`src/rtl/mult_pkg.sv`:
```
// mult_pkg: shared helpers for the pipelined multiplier.
//   DEFAULT_WIDTH / DEFAULT_BITS_PER_STAGE : default parameter values
//   stage_count() : number of partial-product accumulate stages
//   latency()     : accept-edge to out_valid latency in cycles
//   params_ok()   : static legality check for a WIDTH / BITS_PER_STAGE pair
package mult_pkg;

    localparam int DEFAULT_WIDTH          = 8;
    localparam int DEFAULT_BITS_PER_STAGE = 2;

    function automatic int stage_count(input int width, input int bits_per_stage);
        return width / bits_per_stage;
    endfunction

    // Input register plus S accumulate stages; the output register is loaded
    // on the same edge that completes the last accumulate stage's successor.
    function automatic int latency(input int width, input int bits_per_stage);
        return stage_count(width, bits_per_stage) + 1;
    endfunction

    function automatic bit params_ok(input int width, input int bits_per_stage);
        return (width >= 2) && (bits_per_stage >= 1) &&
               ((width % bits_per_stage) == 0);
    endfunction

endpackage

```
`src/rtl/mult_pp_stage.sv`:
```
// mult_pp_stage: one accumulate stage of the multiplier pipeline.
// Adds |a| times the CHUNK_IDX-th BITS_PER_STAGE-bit chunk of |b|, shifted
// into place, to the running 2*WIDTH-bit accumulator, and forwards the beat.
// Ports:
//   clk, rst_n          clock, asynchronous active-low reset
//   i_adv               pipeline advance; all registers hold when low
//   i_valid/o_valid     beat valid in / out
//   i_a_mag/o_a_mag     multiplicand magnitude
//   i_b_mag/o_b_mag     multiplier magnitude
//   i_neg/o_neg         result must be negated at the output
//   i_acc/o_acc         partial-sum accumulator
module mult_pp_stage
    import mult_pkg::*;
#(
    parameter int WIDTH          = DEFAULT_WIDTH,
    parameter int BITS_PER_STAGE = DEFAULT_BITS_PER_STAGE,
    parameter int CHUNK_IDX      = 0
) (
    input  logic                 clk,
    input  logic                 rst_n,
    input  logic                 i_adv,
    input  logic                 i_valid,
    input  logic [WIDTH-1:0]     i_a_mag,
    input  logic [WIDTH-1:0]     i_b_mag,
    input  logic                 i_neg,
    input  logic [2*WIDTH-1:0]   i_acc,
    output logic                 o_valid,
    output logic [WIDTH-1:0]     o_a_mag,
    output logic [WIDTH-1:0]     o_b_mag,
    output logic                 o_neg,
    output logic [2*WIDTH-1:0]   o_acc
);

    localparam int SHIFT = CHUNK_IDX * BITS_PER_STAGE;

    logic [BITS_PER_STAGE-1:0] w_chunk;
    logic [2*WIDTH-1:0]        w_a_ext;
    logic [2*WIDTH-1:0]        w_chunk_ext;
    logic [2*WIDTH-1:0]        w_pp;

    logic                      r_valid;
    logic [WIDTH-1:0]          r_a_mag;
    logic [WIDTH-1:0]          r_b_mag;
    logic                      r_neg;
    logic [2*WIDTH-1:0]        r_acc;

    assign w_chunk     = i_b_mag[SHIFT +: BITS_PER_STAGE];
    assign w_a_ext     = {{WIDTH{1'b0}}, i_a_mag};
    assign w_chunk_ext = {{(2*WIDTH-BITS_PER_STAGE){1'b0}}, w_chunk};
    // Never overflows 2*WIDTH bits: the full sum is at most (2^W-1)^2.
    assign w_pp        = (w_a_ext * w_chunk_ext) << SHIFT;

    always_ff @(posedge clk or negedge rst_n) begin
        if (!rst_n) begin
            r_valid <= 1'b0;
            r_a_mag <= '0;
            r_b_mag <= '0;
            r_neg   <= 1'b0;
            r_acc   <= '0;
        end else if (i_adv) begin
            r_valid <= i_valid;
            r_a_mag <= i_a_mag;
            r_b_mag <= i_b_mag;
            r_neg   <= i_neg;
            r_acc   <= i_acc + w_pp;
        end
    end

    assign o_valid = r_valid;
    assign o_a_mag = r_a_mag;
    assign o_b_mag = r_b_mag;
    assign o_neg   = r_neg;
    assign o_acc   = r_acc;

endmodule

```
`src/rtl/mult_pipe.sv`:
```
// mult_pipe: pipelined WIDTH x WIDTH multiplier, valid/ready stream in and
// out, per-beat signed/unsigned selection, global enable.
// Ports:
//   clk, rst_n      clock, asynchronous active-low reset
//   ena             global enable; low freezes every pipeline register
//   in_valid        operand beat valid
//   in_ready        beat accepted on this edge if in_valid (combinational)
//   in_a, in_b      multiplicand / multiplier
//   in_signed       1 = operands are two's complement
//   out_valid       out_product holds a result
//   out_ready       consumer takes the result this cycle
//   out_product     2*WIDTH-bit product (two's complement for signed beats)
// Structure: R0 (magnitudes + sign), S accumulate stages, RO (sign restore).
module mult_pipe
    import mult_pkg::*;
#(
    parameter int WIDTH          = DEFAULT_WIDTH,
    parameter int BITS_PER_STAGE = DEFAULT_BITS_PER_STAGE
) (
    input  logic                 clk,
    input  logic                 rst_n,
    input  logic                 ena,
    input  logic                 in_valid,
    output logic                 in_ready,
    input  logic [WIDTH-1:0]     in_a,
    input  logic [WIDTH-1:0]     in_b,
    input  logic                 in_signed,
    output logic                 out_valid,
    input  logic                 out_ready,
    output logic [2*WIDTH-1:0]   out_product
);

    localparam int S = stage_count(WIDTH, BITS_PER_STAGE);

    generate
        if (!params_ok(WIDTH, BITS_PER_STAGE)) begin : g_bad_params
            $error("mult_pipe: WIDTH must be >= 2 and a multiple of BITS_PER_STAGE");
        end
    endgenerate

    logic               w_adv;
    logic               w_a_neg;
    logic               w_b_neg;
    logic [WIDTH-1:0]   w_a_mag_in;
    logic [WIDTH-1:0]   w_b_mag_in;

    // Input register R0
    logic               r_in_valid;
    logic [WIDTH-1:0]   r_a_mag;
    logic [WIDTH-1:0]   r_b_mag;
    logic               r_neg;

    // Output register RO
    logic               r_out_valid;
    logic [2*WIDTH-1:0] r_out_product;

    // Stage chain: index 0 is fed by R0, index S is the last stage output.
    logic               w_valid [0:S];
    logic [WIDTH-1:0]   w_a_mag [0:S];
    logic [WIDTH-1:0]   w_b_mag [0:S];
    logic               w_neg   [0:S];
    logic [2*WIDTH-1:0] w_acc   [0:S];

    // A held result blocks everything behind it; the pipeline never compresses.
    assign w_adv    = ena && !(r_out_valid && !out_ready);
    assign in_ready = w_adv;

    // Magnitudes: negating the most negative value yields 2^(W-1), which is
    // exact as a WIDTH-bit unsigned number.
    assign w_a_neg    = in_signed && in_a[WIDTH-1];
    assign w_b_neg    = in_signed && in_b[WIDTH-1];
    assign w_a_mag_in = w_a_neg ? (-in_a) : in_a;
    assign w_b_mag_in = w_b_neg ? (-in_b) : in_b;

    always_ff @(posedge clk or negedge rst_n) begin
        if (!rst_n) begin
            r_in_valid <= 1'b0;
            r_a_mag    <= '0;
            r_b_mag    <= '0;
            r_neg      <= 1'b0;
        end else if (w_adv) begin
            r_in_valid <= in_valid;
            r_a_mag    <= w_a_mag_in;
            r_b_mag    <= w_b_mag_in;
            r_neg      <= w_a_neg ^ w_b_neg;
        end
    end

    assign w_valid[0] = r_in_valid;
    assign w_a_mag[0] = r_a_mag;
    assign w_b_mag[0] = r_b_mag;
    assign w_neg[0]   = r_neg;
    assign w_acc[0]   = '0;

    genvar gi;
    generate
        for (gi = 0; gi < S; gi++) begin : g_stage
            mult_pp_stage #(
                .WIDTH          (WIDTH),
                .BITS_PER_STAGE (BITS_PER_STAGE),
                .CHUNK_IDX      (gi)
            ) u_stage (
                .clk     (clk),
                .rst_n   (rst_n),
                .i_adv   (w_adv),
                .i_valid (w_valid[gi]),
                .i_a_mag (w_a_mag[gi]),
                .i_b_mag (w_b_mag[gi]),
                .i_neg   (w_neg[gi]),
                .i_acc   (w_acc[gi]),
                .o_valid (w_valid[gi+1]),
                .o_a_mag (w_a_mag[gi+1]),
                .o_b_mag (w_b_mag[gi+1]),
                .o_neg   (w_neg[gi+1]),
                .o_acc   (w_acc[gi+1])
            );
        end
    endgenerate

    // Sign restore; the true product always fits in 2*WIDTH bits.
    always_ff @(posedge clk or negedge rst_n) begin
        if (!rst_n) begin
            r_out_valid   <= 1'b0;
            r_out_product <= '0;
        end else if (w_adv) begin
            r_out_valid   <= w_valid[S];
            r_out_product <= w_neg[S] ? (-w_acc[S]) : w_acc[S];
        end
    end

    assign out_valid   = r_out_valid;
    assign out_product = r_out_product;

endmodule

```
`config.mk`:
```
export PLATFORM = sky130hd
export DESIGN_NAME = mult_pipe
export DESIGN_NICKNAME = d
export VERILOG_FILES = /design/src/rtl/mult_pkg.sv /design/src/rtl/mult_pp_stage.sv /design/src/rtl/mult_pipe.sv
export SDC_FILE = /design/constraint.sdc
export NUM_CORES = 1
export LEC_CHECK = 0
export ABC_AREA = 1
export CORE_ASPECT_RATIO = 0.75
export CORE_UTILIZATION = 65
export CTS_BUF_LIST = sky130_fd_sc_hd__clkbuf_16
export DETAILED_ROUTE_END_ITERATION = 10
export PLACE_DENSITY_LB_ADDON = 0.12
export SYNTH_ARGS = -nofsm -noshare
export SYNTH_HDL_FRONTEND = slang
export SYNTH_SLANG_ARGS = --single-unit
```
`constraint.sdc`:
```
create_clock -name clk -period 7.76 [get_ports clk]
set_input_delay 0.776 -clock clk [delete_from_list [all_inputs] [get_ports clk]]
set_output_delay 0.776 -clock clk [all_outputs]
set_load 0.01 [all_outputs]
```
==> impl_metrics.ini, run 1 <==
[clock_network]
htree_levels = 4
cts_max_path_buffers = 2
postCtsHoldBufs = 0
cts_setup_buffers = 0
clk_pin_slew_ns = 0.06
numCtsBuffers = 17
cts_tree = built
cts.sinks = 133
clock_latency_ns = 0.42
cts_root_buf = clkbuf_16
cts-resized-gates = 0

[sta]
hold_viol_final = 0
finalClockSkew_ns = 0.00694
min_period_ns = 4.12
fmax_mhz = 243
rsz0062_at_grt = no
drv_slew = 0
setup_viol = 0
post-route-period-util_pct = 53.1
relSlewSlack_pct = 30.5
tightest_slew_ns = 1.04
setup_tns_ns = 0
layout_setup_ws_ns = 3.64

[floorplanning]
die_h_um = 101
initial_core_util_pct = 68.0
rows = 35
design.core.area_sq_um = 12500
io_pins = 40
die_area_sq_um = 13600
die_w_um = 134

[synthesis]
synth_area_leader_cell = dfrtp_1
ys_seq_area_share_pct = 39.1
synth-compound-area-share_pct = 12.4
synth.area.top_cells = dfrtp_1 39%, nand2_1 16%, ha_1 8.5%
synthFlopType = dfrtp_1
synth_xor_area_share_pct = 4.63
synth_fa_ha_area_share_pct = 10.2
synthMuxAreaShare_pct = 0
netlist_instances = 1129
synth.avg_cell_area_sq_um = 7.54
synth-async-reset-ratio_pct = 100
synth_edf_count = 0
synth_seq_cells = 133
synth_top_cell_area_share_pct = 39.1
ys_warn_count = 0
syn-cell-area_sq_um = 8510
synthSimpleGateAreaFrac_pct = 23.0
synth_top_family_by_area = simple AND/OR/NAND/NOR gates
synth_nets = 1216
synth_cell_types = 41

[place]
pre_cts_ws_ns = 3.62
routabilityCongestion = 0.863
dp.final_hpwl_um = 12500
port-buffer-count = 39
placed_cells = 1298

[cells_and_area]
fill_cells = 951
area_growth_pct = 11.2
multi_input_area_sq_um = 4290
regArea_sq_um = 3330
mostFrequentLayoutCell = nand2_1
final_cell_mix = 354 x nand2_1, 176 x inv_1, 133 x dfrtp_1
fin_nets = 1238
drive_gt1_share_pct = 5.84
num_antenna_cells = 0
instances_no_fill = 1330

[critical_path]
slowest_stage = buf_4
max_stage_delay_ns = 0.77
path_cells = clkdlybuf4s50_1 -> inv_1 -> nand2_1 -> nand2_4 -> clkinv_2 -> buf_4 -> clkdlybuf4s50_1
reg2reg_from = g_stage[2].u_stage.o_b_mag[6]
cp-end-kind = primary output
worstSetupStartpointType = input pin
r2r_slack_ns = 4.51
worstPathRequired_ns = 6.98
worst-path-max-fanout = 111
reg2reg_to = g_stage[3].u_stage.o_acc[15]
worstSetupPathType = in2out
crit_start = out_ready
arrival_ns = 3.34
crit_top_cell = clkdlybuf4s50_1
reg2regPathDepth = 18

[global_routing]
grt_pass1_vias = 6999
grt_overflow = 0
grt_first_pass_wirelength_um = 32300
track_usage_pct = 29.8
antenna_found_initial = 0
grt_max_degree = 112

[drt]
viasPerCell = 5.37
wire_per_inst_um = 13.6
wl_met2_um = 8300
ant_nets = 0
dr_wl_met3_um = 639
via_count = 7140
topRoutingLayerUsed = met4
drt_pass1_iterations = 5
drc = 0
routed_wl_um = 18100
drt-met1-wl_um = 8840
first_iter_violations = 402

[min_path]
hold_class = in2async

[flow_run]
drv_cap = 0

[pwr]
vdd.ir_drop.worst_uv = 195
p_leak_nw = 5.20
power_density_nw_per_um2 = 344

[outcome]
outcome = finished clean
==> kinds of logic (layout without fill, tap and decap cells) <==
family                   Yosys count  after routing
AO/OA/AOI/OAI                    191            191
flip-flops                       133            133
XOR/XNOR                          45             45
AND/OR/NAND/NOR                  475            475
adder cells (fa/ha/maj)           65             65
buffers and inverters            220            255
==> per-stage QoR <==
step           hold slack [ns]  total power [W]  utilization [%]  area [sq um]
6_report                 0.380          0.00325             75.6          9460
2_1_floorplan            0.442          0.00212                -          8510
4_1_cts                  0.422          0.00326             75.6          9460
3_3_place_gp             0.450          0.00243             71.2          8920
5_1_grt                  0.460          0.00353             75.6          9460
3_5_place_dp             0.454          0.00248             71.2          8920
==> metal layers <==
metal	track usage [%]	vias up
met4	10.3	0
met5	0	-
met2	48.9	160
met3	4.93	30
li1	-	3614
met1	40.7	3336
==> power by group <==
part | internal [W] | switching, W | leakage [nW] | total (W)
Combinational | 0.000514 | 0.000802 | 3.24 | 0.00132
Sequential | 0.000953 | 0.000235 | 1.70 | 0.00119
Clock | 0.000415 | 0.000332 | 0.258 | 0.000748
==> layout make-up <==
cell class,count,area share (%)
clock inverter,15,1.28
sequential,133,35.2
inverter,181,7.19
timing repair buffer,42,4.38
tap,166,2.19
clock buffer,17,4.49
multi-input combinational,776,45.3
==> synth_stat cells, types with 5 or more instances <==
cell	n
xnor2_1	17
xor2_1	28
dfrtp_1	133
inv_2	5
a31oi_1	7
o21ai_0	102
nor2_1	43
a21oi_2	5
nand3_1	38
nand2_2	5
nand4_1	9
inv_1	176
nand3_2	6
clkbuf_1	10
nand2_1	355
fa_1	7
buf_4	8
buf_2	15
ha_1	58
o21ai_2	6
nor3_1	5
o21ai_1	6
a21oi_1	43
==> how the worst max path moves through the flow <==
stage	endpoint	slack (ns)	cells after the start
after floorplan	g_stage[3].u_stage.o_acc[15]	4.85	19
after global placement	in_ready	3.65	7
after detailed placement	in_ready	3.62	7
after CTS	in_ready	3.61	7
after global routing	in_ready	3.43	7
final	in_ready	3.64	7
==> sequential cells by signal (all words and copies together), names as in the netlist, 4 cells and up <==
| signal | flops |
|---|---|
| g_stage.u_stage.o_b_mag | 12 |
| g_stage.u_stage.o_acc | 54 |
| g_stage.u_stage.o_a_mag | 24 |
| r_b_mag | 8 |
| g_stage.u_stage.o_valid | 4 |
| out_product | 16 |
| g_stage.u_stage.o_neg | 4 |
| r_a_mag | 8 |
==> worst max-delay path: cells and delay by family <==
family	cells	cell delay (ns)
buf+inv	5	2.07
simple gates	2	0.43
No activity file was read; power rests on OpenSTA's default activity.
==> inputs of run 2 (changes only) <==
--- a/config.mk
+++ b/config.mk
@@ -7,7 +7,7 @@
 export LEC_CHECK = 0
 export ABC_AREA = 1
 export CORE_ASPECT_RATIO = 0.75
-export CORE_UTILIZATION = 65
+export CORE_UTILIZATION = 61
 export CTS_BUF_LIST = sky130_fd_sc_hd__clkbuf_16
 export DETAILED_ROUTE_END_ITERATION = 10
 export PLACE_DENSITY_LB_ADDON = 0.12
==> constraint.sdc (replaced) <==
create_clock -name clk -period 4.1 [get_ports clk]
set_input_delay 0.41 -clock clk [delete_from_list [all_inputs] [get_ports clk]]
set_output_delay 0.41 -clock clk [all_outputs]
set_load 0.01 [all_outputs]
==> run 2 against run 1 <==
Against the previous run:
- the run now ends with design-rule violations left
- critical path type is now reg2reg
- hold slack worse by 0.27 ns
- clock power up 110%
- wire length up 1.6%
- critical path depth up 11
- clock skew up 0.0044 ns
- via count down 1.1%
- register-to-register slack worse by 3.5 ns
- setup slack worse by 2.6 ns
- global-route usage down 2.1 points
- power up 95%
- sequential share of layout area down 0.35 points
- final cell count up 0.38%
==> impl_metrics.ini, run 2 (synthesis results as in run 1) <==
[outcome]
outcome = finished with violations
violations = design-rule violations

[drt]
drt_pass1_iterations = 9
via_count = 7058
viasPerCell = 5.29
ant_nets = 0
routed_wl_um = 18400
wire_per_inst_um = 13.8
first_iter_violations = 505
drc = 2

[pwr]
p_leak_nw = 5.26
power.switching_w = 0.00266
switching_share_pct = 42.1
cellInternalPower_w = 0.00367
power_frac_clock_pct = 24.7
power_density_nw_per_um2 = 662
p_seq_share_pct = 35.4
power_frac_comb_pct = 39.8
vdd.ir_drop.worst_uv = 487

[cells_and_area]
mostFrequentLayoutCell = nand2_1
area_growth_pct = 12.3
drive_gt1_share_pct = 5.93
largest_reg_flops = 54
final_cell_mix = 354 x nand2_1, 175 x inv_1, 133 x dfrtp_1
fin_nets = 1238
instances_no_fill = 1335
num_antenna_cells = 0

[clock_network]
cts_tree = built
cts-resized-gates = 0
numCtsBuffers = 17
postCtsHoldBufs = 0
htree_levels = 4
cts.sinks = 133
cts_setup_buffers = 0
clock_latency_ns = 0.42
cts_root_buf = clkbuf_16
clk_pin_slew_ns = 0.07
cts_max_path_buffers = 2

[global_routing]
grt_max_degree = 157
grt_overflow = 0
antenna_found_initial = 0
track_usage_pct = 27.8
grt_first_pass_wirelength_um = 32600
grt_pass1_vias = 6844

[critical_path]
worstSetupStartpointType = flip-flop
worstSetupPathType = reg2reg
cp-end-kind = flip-flop
reg2reg_from = g_stage[2].u_stage.o_b_mag[7]
arrival_ns = 3.42
reg2regPathDepth = 18
worst-path-max-fanout = 9
crit_start = g_stage[2].u_stage.o_b_mag[7]
worstPathRequired_ns = 4.41

[sta]
relSlewSlack_pct = 31.9
hold_viol_final = 0
post-route-period-util_pct = 75.7
finalClockSkew_ns = 0.0114
setup_viol = 0
drv_slew = 0
fmax_mhz = 322
setup_tns_ns = 0
layout_setup_ws_ns = 0.995
min_period_ns = 3.10
rsz0062_at_grt = no
tightest_slew_ns = 1.02

[floorplanning]
die_w_um = 138
rows = 36
design.core.area_sq_um = 13300
initial_core_util_pct = 64.1
die_area_sq_um = 14400
die_h_um = 104
io_pins = 40

[place]
placed_cells = 1303
routabilityCongestion = 0.883
dp.final_hpwl_um = 12600
pre_cts_ws_ns = 1.00
port-buffer-count = 39

[flow_run]
drv_cap = 0

[min_path]
hold_class = in2async
run 2: power by group through the flow:
stage               Combinational, W  Clock [W]  Sequential (W)
finish                       0.00252    0.00156         0.00224
global route                 0.00289    0.00164         0.00231
CTS                          0.00252    0.00158         0.00224
detailed placement           0.00247          0         0.00225
global placement             0.00241          0         0.00223
floorplan                    0.00192          0         0.00210
run 2: cell type report:
type / count / area [sq um]
Multi-Input combinational cell: 776 / 4290
Fill cell: 1085 / 3730
Sequential cell: 133 / 3330
Inverter: 181 / 681
Timing Repair Buffer: 42 / 439
Clock buffer: 17 / 425
Tap cell: 171 / 214
Clock inverter: 15 / 186
run 2: critical path, stage by stage (launching register included):
cell	delay, ns
dfrtp_1	0.48
nand2_1	0.08
inv_1	0.06
ha_1	0.16
inv_1	0.05
fa_1	0.41
o21ai_2	0.23
a21oi_1	0.11
o21ai_2	0.14
xor2_1	0.15
inv_1	0.05
ha_1	0.37
inv_1	0.09
nor3_2	0.22
nand3_1	0.13
nand4_1	0.10
nand2_1	0.05
nand3_1	0.07
nand2_1	0.05
run 2: path summary, 6_finish.rpt:
kind / endpoint / slack, ns
max reg2reg: g_stage[3].u_stage.o_acc[15] / 1.0
max: g_stage[3].u_stage.o_acc[15] / 1.0
min: out_product[15] / 0.11
min reg2reg: out_product[14] / 0.48
max in group asynchronous: g_stage[1].u_stage.o_acc[5] / 3.12
min in group clk: out_product[14] / 0.48
run 2: per-stage QoR:
stage	cell area [sq um]	util (%)	hold WS (ns)	power [W]
6_report	9560	71.9	0.106	0.00633
5_1_grt	9560	71.9	0.208	0.00684
4_1_cts	9560	71.9	0.169	0.00634
3_5_place_dp	8950	67.3	0.460	0.00472
3_3_place_gp	8950	67.3	0.449	0.00465
2_1_floorplan	8510	-	0.114	0.00402
run 2: metal layers:
layer | up-vias | GRT usage [%] | share of wire, % | wire length, um
li1 | 3614 | - | - | -
met1 | 3251 | 39.8 | 49 | 9020
met2 | 175 | 42.7 | 45 | 8180
met3 | 18 | 6.40 | 5.2 | 960
met4 | 0 | 6.26 | 1.1 | 197
met5 | - | 0 | 0 | 0
==> inputs of run 3 (changes only) <==
==> constraint.sdc (replaced) <==
create_clock -name clk -period 3 [get_ports clk]
set_input_delay 0.3 -clock clk [delete_from_list [all_inputs] [get_ports clk]]
set_output_delay 0.3 -clock clk [all_outputs]
set_load 0.01 [all_outputs]
==> run 3 against run 2 <==
Against the previous run:
- the run still ends with design-rule violations left
- via count is 0.40% higher
- sequential cell count unchanged
- clock-buffer cell count unchanged
- fmax rose by 10%
- critical path depth shrank 2
- final cell count up 1.1%
==> impl_metrics.ini, run 3 (synthesis results as in run 1) <==
[outcome]
outcome = finished with violations
violations = design-rule violations

[critical_path]
slowest_stage = dfrtp_1
max_stage_delay_ns = 0.43
cp-end-kind = flip-flop
worst-path-max-fanout = 6
crit_top_cell = inv_1
path_cells = nand2_1 -> inv_1 -> ha_1 -> inv_1 -> fa_2 -> o21ai_4 -> buf_4 -> xor2_1 -> inv_1 -> ha_2 -> nand2_2 -> inv_1 -> a21oi_1 -> nand2_1 -> o21ai_0 -> o21ai_0
worstSetupStartpointType = flip-flop
worst-path-buf-inv = 5
worstPathRequired_ns = 3.29
worstSetupPathType = reg2reg
arrival_ns = 3.11
cpLargestDelayFamily = adder cells

[global_routing]
antenna_found_initial = 0
grt_max_degree = 157
grt_pass1_vias = 6497
grt_overflow = 0
track_usage_pct = 26.7
grt_first_pass_wirelength_um = 31000

[cells_and_area]
fin_nets = 1253
final_cell_mix = 351 x nand2_1, 174 x inv_1, 128 x dfrtp_1
regArea_sq_um = 3330
multi_input_area_sq_um = 4420
drive_gt1_share_pct = 9.41
num_antenna_cells = 0
largest_reg_flops = 54
final_util_pct = 73.8
area_growth_pct = 15.2
fill_cells = 1028
mostFrequentLayoutCell = nand2_1

[drt]
drt_pass1_iterations = 8
drc = 2
viasPerCell = 5.25
routed_wl_um = 18000
wire_per_inst_um = 13.3
ant_nets = 0
via_count = 7086
first_iter_violations = 525

[sta]
fmax_mhz = 355
setup_viol = 0
relSlewSlack_pct = 59.7
drv_slew = 0
post-route-period-util_pct = 94.0
setup_tns_ns = 0
hold_viol_final = 0
tightest_slew_ns = 0.604
min_period_ns = 2.82
finalClockSkew_ns = 0.0137

[floorplanning]
die_h_um = 104
rows = 36
io_pins = 40
design.core.area_sq_um = 13300
initial_core_util_pct = 64.1
die_w_um = 138
die_area_sq_um = 14400

[place]
port-buffer-count = 39
dp.final_hpwl_um = 12600
routabilityCongestion = 0.862

[pwr]
power_density_nw_per_um2 = 890
p_leak_nw = 5.33
vdd.ir_drop.worst_uv = 507

[clock_network]
clock_latency_ns = 0.43
numCtsBuffers = 17
htree_levels = 4
cts_root_buf = clkbuf_16
cts_tree = built
cts.sinks = 133
clk_pin_slew_ns = 0.06
cts_max_path_buffers = 2

[flow_run]
drv_cap = 0

[min_path]
hold_class = in2async
==> run 3: stage by stage <==
step	hold slack (ns)	power [W]	setup WS [ns]	instances	area, sq um
after floorplan	0.00441	0.00549	0.0900	1129	8510
final	0.390	0.00873	0.181	1350	9810
after global placement	0.271	0.00639	0.154	1307	8990
after global routing	0.413	0.00947	-0.0308	1350	9810
after detailed placement	0.272	0.00647	0.0778	1307	8990
after CTS	0.389	0.00855	0.0591	1340	9580
==> run 3: cell type report <==
cell class / instances / area share (%)
multi-input combinational: 776 / 45.1
inverter: 181 / 6.94
tap: 171 / 2.18
clock inverter: 15 / 1.56
timing repair buffer: 57 / 5.90
clock buffer: 17 / 4.34
sequential: 133 / 34.0
==> run 3: where the power goes <==
group          internal [W]  total (W)  switching (W)  leakage, nW
clock               0.00111    0.00203       0.000916        0.289
sequential          0.00247    0.00304       0.000568         1.69
combinational       0.00148    0.00366        0.00218         3.35
total               0.00506    0.00873        0.00367         5.33
==> run 3: final timing paths <==
path                                               start                       endpoint  slack (ns)  depth (start not counted)
max                        g_stage[2].u_stage.o_b_mag[6]   g_stage[3].u_stage.o_acc[13]        0.18                         16
min                                                rst_n                out_product[14]        0.39                          2
max reg2reg                g_stage[2].u_stage.o_b_mag[6]   g_stage[3].u_stage.o_acc[13]        0.18                         16
min reg2reg                   g_stage[3].u_stage.o_valid                      out_valid        0.47                          2
max in group asynchronous                          rst_n  g_stage[0].u_stage.o_b_mag[2]        1.83                          3
min in group clk                                in_valid                     r_in_valid        0.44                          3
==> run 3: timing repair <==
| item | CTS | global route |
|---|---|---|
| resized for setup | 0 | 36 |
| hold buffers | 1 | 0 |
| buffers inserted | 0 | 10 |
| hold endpoints to repair | 47 | 0 |
| setup endpoints to repair | 0 | 11 |
==> run 3: worst reg2reg max path, cell delays in order (launching register included) <==
cell	delay, ns
dfrtp_1	0.43
nand2_1	0.07
inv_1	0.05
ha_1	0.15
inv_1	0.06
fa_2	0.37
o21ai_4	0.17
buf_4	0.13
xor2_1	0.13
inv_1	0.06
ha_2	0.31
nand2_2	0.12
inv_1	0.07
a21oi_1	0.18
nand2_1	0.09
o21ai_0	0.19
o21ai_0	0.11
==> run 3: metal layers <==
layer	vias up	wire length (um)	share of wire (%)	track usage (%)
met5	-	0	0	0
met4	0	110	0.61	5.86
met3	10	841	4.7	5.76
met2	170	7870	44	40.1
met1	3251	9130	51	39.4
li1	3655	-	-	-
